<file path="config.mk">
export PLATFORM = sky130hd
export DESIGN_NAME = instr_fetch
export DESIGN_NICKNAME = d
export VERILOG_FILES = /design/src/rtl/instr_fetch.sv
export SDC_FILE = /design/constraint.sdc
export NUM_CORES = 1
export LEC_CHECK = 0
export CAP_MARGIN = 5
export CORE_MARGIN = 2
export CORE_UTILIZATION = 38
export DETAILED_ROUTE_END_ITERATION = 10
export GPL_ROUTABILITY_DRIVEN = 0
export GPL_TIMING_DRIVEN = 0
export PLACE_DENSITY = 0.67
export SETUP_SLACK_MARGIN = 0.15
export SYNTH_ARGS = -nofsm -noshare
export SYNTH_HDL_FRONTEND = slang
export SYNTH_SLANG_ARGS = --single-unit
</file>
<file path="constraint.sdc">
create_clock -name clk -period 4.31 [get_ports clk]
set_clock_uncertainty 0.15 [all_clocks]
set_input_delay 1.293 -clock clk [delete_from_list [all_inputs] [get_ports clk]]
set_output_delay 1.293 -clock clk [all_outputs]
set_load 0.03 [all_outputs]
</file>
<file path="src/rtl/instr_fetch.sv">
// instr_fetch: credit-limited program fetch with in-order prefetch FIFO, branch flush and stall.
// In-flight responses at a redirect are dropped via the discard counter.
module instr_fetch #(
   parameter int            AW       = 8,
   parameter int            DW       = 8,
   parameter int            DEPTH    = 4,
   parameter logic [AW-1:0] RESET_PC = '0
) (
   input  logic          clk,
   input  logic          clr,
   input  logic          ce,
   output logic          mem_req,
   output logic [AW-1:0] mem_addr,
   input  logic          mem_gnt,
   input  logic          mem_rvalid,
   input  logic [DW-1:0] mem_rdata,
   output logic [DW-1:0] ir,
   output logic          ir_valid,
   output logic [AW-1:0] ir_pc,
   input  logic          ir_take,
   input  logic          br_load,
   input  logic [AW-1:0] br_target
);
   localparam int PW = $clog2(DEPTH);
   localparam int CW = $clog2(DEPTH + 1);

   logic [AW-1:0] pc_q, pc_d, last_pc_q, last_pc_d;
   logic [DW-1:0] last_ir_q, last_ir_d;
   logic [CW-1:0] outst_q, outst_d, disc_q, disc_d, cnt_q, cnt_d;
   logic [PW-1:0] wp_q, wp_d, rp_q, rp_d, tw_q, tw_d, tr_q, tr_d;
   logic [AW-1:0] tag_q [DEPTH], tag_d [DEPTH], fa_q [DEPTH], fa_d [DEPTH];
   logic [DW-1:0] fd_q [DEPTH], fd_d [DEPTH];
   logic grant, flush, drop, push, pop;

   assign flush    = br_load & ce;
   assign mem_req  = clr & ce & ~br_load & (({1'b0, cnt_q} + {1'b0, outst_q}) < (CW+1)'(DEPTH));
   assign mem_addr = pc_q;
   assign grant    = mem_req & mem_gnt;
   assign drop     = mem_rvalid & (disc_q != '0);
   assign push     = mem_rvalid & ~drop;
   assign ir_valid = cnt_q != '0;
   assign pop      = ir_valid & ir_take & ce;
   assign ir       = ir_valid ? fd_q[rp_q] : last_ir_q;
   assign ir_pc    = ir_valid ? fa_q[rp_q] : last_pc_q;

   always_comb begin
      pc_d      = flush ? br_target : pc_q + AW'(grant);
      outst_d   = outst_q + CW'(grant) - CW'(mem_rvalid);
      disc_d    = flush ? outst_d : disc_q - CW'(drop);
      cnt_d     = flush ? '0 : cnt_q + CW'(push) - CW'(pop);
      wp_d      = flush ? rp_q : wp_q + PW'(push);
      rp_d      = flush ? rp_q : rp_q + PW'(pop);
      tw_d      = tw_q + PW'(grant);
      tr_d      = tr_q + PW'(mem_rvalid);
      last_ir_d = pop ? fd_q[rp_q] : last_ir_q;
      last_pc_d = pop ? fa_q[rp_q] : last_pc_q;
      tag_d     = tag_q;
      fa_d      = fa_q;
      fd_d      = fd_q;
      if (grant) tag_d[tw_q] = pc_q;
      if (push) begin
         fa_d[wp_q] = tag_q[tr_q];
         fd_d[wp_q] = mem_rdata;
      end
   end

   always_ff @(posedge clk or negedge clr) begin
      if (!clr) begin
         pc_q      <= RESET_PC;
         outst_q   <= '0;
         disc_q    <= '0;
         cnt_q     <= '0;
         wp_q      <= '0;
         rp_q      <= '0;
         tw_q      <= '0;
         tr_q      <= '0;
         last_ir_q <= '0;
         last_pc_q <= '0;
         tag_q     <= '{default: '0};
         fa_q      <= '{default: '0};
         fd_q      <= '{default: '0};
      end else begin
         pc_q      <= pc_d;
         outst_q   <= outst_d;
         disc_q    <= disc_d;
         cnt_q     <= cnt_d;
         wp_q      <= wp_d;
         rp_q      <= rp_d;
         tw_q      <= tw_d;
         tr_q      <= tr_d;
         last_ir_q <= last_ir_d;
         last_pc_q <= last_pc_d;
         tag_q     <= tag_d;
         fa_q      <= fa_d;
         fd_q      <= fd_d;
         assert (cnt_d <= CW'(DEPTH));
      end
   end
endmodule

</file>
# --- Yosys cells after proc, flatten, opt, wreduce, memory -nomap -nowiden ---
# Cells that the tools add are included.
totals:
  register_bits: 137
  in_bits: 23
  word_cells: 81
op_classes:
  addsub: 11
  n_lt_le_gt_ge: 7
  muxes: 22
  n_bitwise: 15
  n_reduce_logical: 4
ops:
  columns: ["cell", "count"]
  rows:
  - ["$bwmux W32", 3]
  - ["$mux W8", 11]
  - ["$bmux W8 S2", 3]
  - ["$demux W8 S2", 2]
  - ["$ge A3 B3 Y1 const B", 4]
  - ["$not A2 Y3", 4]
  - ["$and A1 B1 Y1", 9]
  - ["$sub A3 B1 Y3", 3]
  - ["$add A2 B1 Y2", 4]
  - ["$add A8 B1 Y8", 1]
  - ["$add A3 B1 Y3", 2]
  - ["$lt A3 B1 Y1 const B", 2]
  - ["$mux W3", 2]
  - ["$reduce_bool A3 Y1", 2]
  - ["$add A3 B3 Y4", 1]
  - ["$lt A4 B3 Y1 const B", 1]
  - ["$logic_and A1 B1 Y1", 2]
  - ["$mux W2", 1]
  - ["$not A1 Y1", 2]

# --- Depth between registers and ports, before layout ---
depth:
  ltp_word: 7
  depth_mapped: 13
  mapped_depth_nobuf: 11

# --- Worst setup path before layout ---
# OpenSTA, ideal clock, no wires.
synth_timing:
  path_kind: "input to output"
  startpoint: "input port br_load"
  endpoint: "output port mem_req"
  arrival_ns: 1.980
  setup_slack_ns: 0.887
  stages: 2
  path_buffers: 0
  cell_sequence: "nor4_4 -> and3_1"
synth_between:
  elab_chain_len: 3
synth_rtl:
  columns: ["item", "line_no", "rtl"]
  rows:
  - ["from (decl)", "21", "input logic br_load,"]
  - ["$not A1 Y1", "36", "assign mem_req = clr & ce & ~br_load & (({1'b0, cnt_q} + {1'b0, outst_q}) < (CW+1)'(DEPTH));"]
  - ["$and A1 B1 Y1 (2 in series)", "36", null]
  - ["to (decl)", "12", "output logic mem_req,"]
# No other way between the ends.

# --- Worst setup path after layout ---
# Ends and elaborated chain as after synthesis.

==> results.yml <==
status:
  outcome: "completed"
synth:
  yosysWarnings: 0
  synth_cells: 407
  synth_edf_count: 0
  async_flop_share_pct: 100
  synth_area_leaders: "dfrtp_1 54%, mux2_2 22%, mux4_2 8.5%"
  yosysTopAreaCellShare_pct: 54.0
  syn_nets: 446
  synth.most_common_cell: "dfrtp_1"
  synth_top_area_cell: "dfrtp_1"
  synth.avg_cell_area_um2: 15.6
  seq_area_frac_synth_pct: 54.0
  synth_flop_cell: "dfrtp_1"
  synth_common_cells: "137 x dfrtp_1, 122 x mux2_2, 24 x mux4_2, 14 x ha_1, 12 x a21oi_1"
  syn_area_um2: 6340
  synth.distinct_cells: 31
  ys_ff_latch: 137
setup_path:
  worstReg2RegStart: "cnt_q[1]"
  cp_top_family: "buffers and inverters"
  cp.required_ps: 2870
  start_kind: "primary input"
  slowest_stage: "clkdlybuf4s50_1"
  critical_path_class: "in -> out"
  cp.buffers_inverters: 2
  cp_slowest_stage_delay_ps: 520
  cp-end-kind: "output pin"
  cp_cell_sequence: "clkdlybuf4s50_1 -> nor4_4 -> and3_1 -> clkdlybuf4s15_2"
  crit_fanout: 5
  critPathLaunch: "br_load"
  worst_ep_arrival_time_ps: 2570
timing:
  finalMaxSlewViolations: 0
  fin_ws_ps: 296
  tightest_slew_ps: 583
  max_freq_mhz: 249
  setup_viol: 0
  fin_crit_sh_pct: 93.1
  max_slew_margin_pct: 61.1
  rsz0062_at_grt: "no"
  period_minus_slack_ps: 4010
  hold_viol: 0
die:
  fp.dieW_um: 133
  io_pins: 49
  core-area_um2: 16500
  die_area_um2: 17700
  num_rows: 47
  initial_core_util_pct: 38.5
  die_h_um: 133
clock_network:
  cts_tree: "yes"
  cts_root_buf: "clkbuf_16"
  post_cts_buffers: 0
  clk_path_buf_depth: 2
  clkLatencyLatePin_ps: 420
  cts_max_level: 4
  cts_made_buffers: 17
  clkSinkCount: 137
  clk_pin_slew_worst_paths_ps: 50
detailed_routing:
  viasPerCell: 5.04
  avgRoutedWirePerCell_um: 17.6
  drtPass1Iterations: 4
  drtIter0Drc: 175
  route.detailed.drc: 0
  antenna_left: 0
  drt-total-wl_mm: 12.4
  vias: 3571
placed_design:
  dp.cells: 676
  dp_slack_ps: -208
  port_buffers: 48
  dp_hpwl_mm: 8.29
grt:
  grt_pass1_vias: 3974
  grt_max_degree: 104
  grt_pass1_wl_mm: 20.8
  antenna_found_initial: 0
  grt_use_total_pct: 15.4
  gr-total-overflow: 0
final_layout:
  nNetsFinal: 514
  nFillCells: 1444
  utilization_pct: 46.9
  layout-drive-gt1-share_pct: 43.6
  syn_to_final_growth_pct: 21.7
  fin_cells: 708
  n_antenna_cell: 0
job:
  maxCapViolations: 0
pwr:
  ir_drop_uv: 372
  p_leak_nw: 3.68
  p_per_area_nw_per_um2: 701
worst_hold_path:
  min_path_type: "reg -> reg"
  hold_path.startpoint: "last_pc_q[5]"
[metrics by stage]
stage | setup TNS [ps] | area (um2) | hold slack, ps | power, mW
6_report | 0 | 7720 | 348 | 5.41
3_5_place_dp | -297 | 7130 | 339 | 4.06
4_1_cts | 0 | 7720 | 352 | 5.49
3_3_place_gp | -651110 | 7100 | 327 | 3.95
2_1_floorplan | 0 | 6340 | 311 | 3.43
5_1_grt | 0 | 7720 | 367 | 5.74
[layout by cell type (no fill, tap or decap), types with 2 or more instances in the layout]
master,instances
dfrtp_1,137
mux4_2,24
clkdlybuf4s50_1,37
buf_2,5
mux2_2,122
fa_1,2
ha_1,14
nor2_1,11
clkbuf_2,3
clkinv_2,5
inv_1,9
nor3b_4,2
and3_1,3
or3_1,2
xor2_1,8
dlygate4sd2_1,8
clkbuf_8,8
buf_6,6
and2_1,2
nand3_1,8
nand2_1,7
xnor2_1,7
clkbuf_16,17
clkbuf_1,5
a21oi_1,12
mux2_4,8
[registers in the layout, summed over array words and instances (netlist names)]
register	cells
fa_q	32
fd_q	32
tag_q	32
last_ir_q	8
last_pc_q	8
mem_addr	8
cnt_q	3
disc_q	3
outst_q	3
rp_q	2
tr_q	2
tw_q	2
wp_q	2
[cell families (layout without fill, tap and decap cells)]
group	Yosys count	in the layout	synth area share (%)
buffers and inverters	29	110	2.49
adders and majority gates	16	16	3.39
muxes	154	154	32.1
and+or+nand+nor	43	43	4.85
DFF	137	137	54.0
xor gates and xnor gates	15	15	2.07
AOI/OAI and AO/OA	13	13	1.08
[path summary, 6_finish.rpt]
path                                 to  slack [ps]  depth (start not counted)
max                             mem_req         300                          4
min                        last_pc_q[5]         350                          1
max reg2reg                    cnt_q[2]         770                         13
min reg2reg                last_pc_q[5]         350                          1
max in group asynchronous      tag_q[1]        2590                          2
min in group asynchronous  last_ir_q[1]         620                          1
[worst register-to-register path, stage by stage (launching register included)]
cell and delay, ps:
dfrtp_1 440, or3_1 380, buf_2 210, nand3_1 390, buf_2 400, inv_1 130, ha_1 300, inv_1 60
ha_1 140, inv_1 50, fa_1 370, xor2_1 190, xnor2_1 140, a21oi_1 60
[where the power goes]
group | internal, mW | switching, mW | leakage [nW]
registers | 1.76 | 0.278 | 1.80
logic | 1.04 | 0.919 | 1.58
clock network | 0.896 | 0.520 | 0.295
total | 3.70 | 1.72 | 3.68
[layer usage]
layer / part of all wire (%) / global-route usage (%) / vias to the layer above
met2: 51 / 26.2 / 62
met3: 3.6 / 5.02 / 10
met4: 0.97 / 4.08 / 0
met1: 45 / 19.0 / 1882
met5: 0 / 0 / -
li1: - / - / 1617
[timing repair]
action | CTS | global route
pin swaps | 0 | 1
hold buffers | 0 | 0
resized for setup | 17 | 1
endpoints found under the setup margin | 10 | 2
[final cells by class]
class / count / area (um2) / area share, %
plain buffers: 19 / 133 / 1.72
clock buffers: 25 / 526 / 6.80
clock inverters: 7 / 62.6 / 0.810
inverters: 10 / 37.5 / 0.486
multi-input cells: 241 / 2760 / 35.7
flip-flops and latches: 137 / 3430 / 44.4
well taps: 220 / 275 / 3.56
repair buffers: 49 / 503 / 6.51
(Power assumes the default switching activity.)
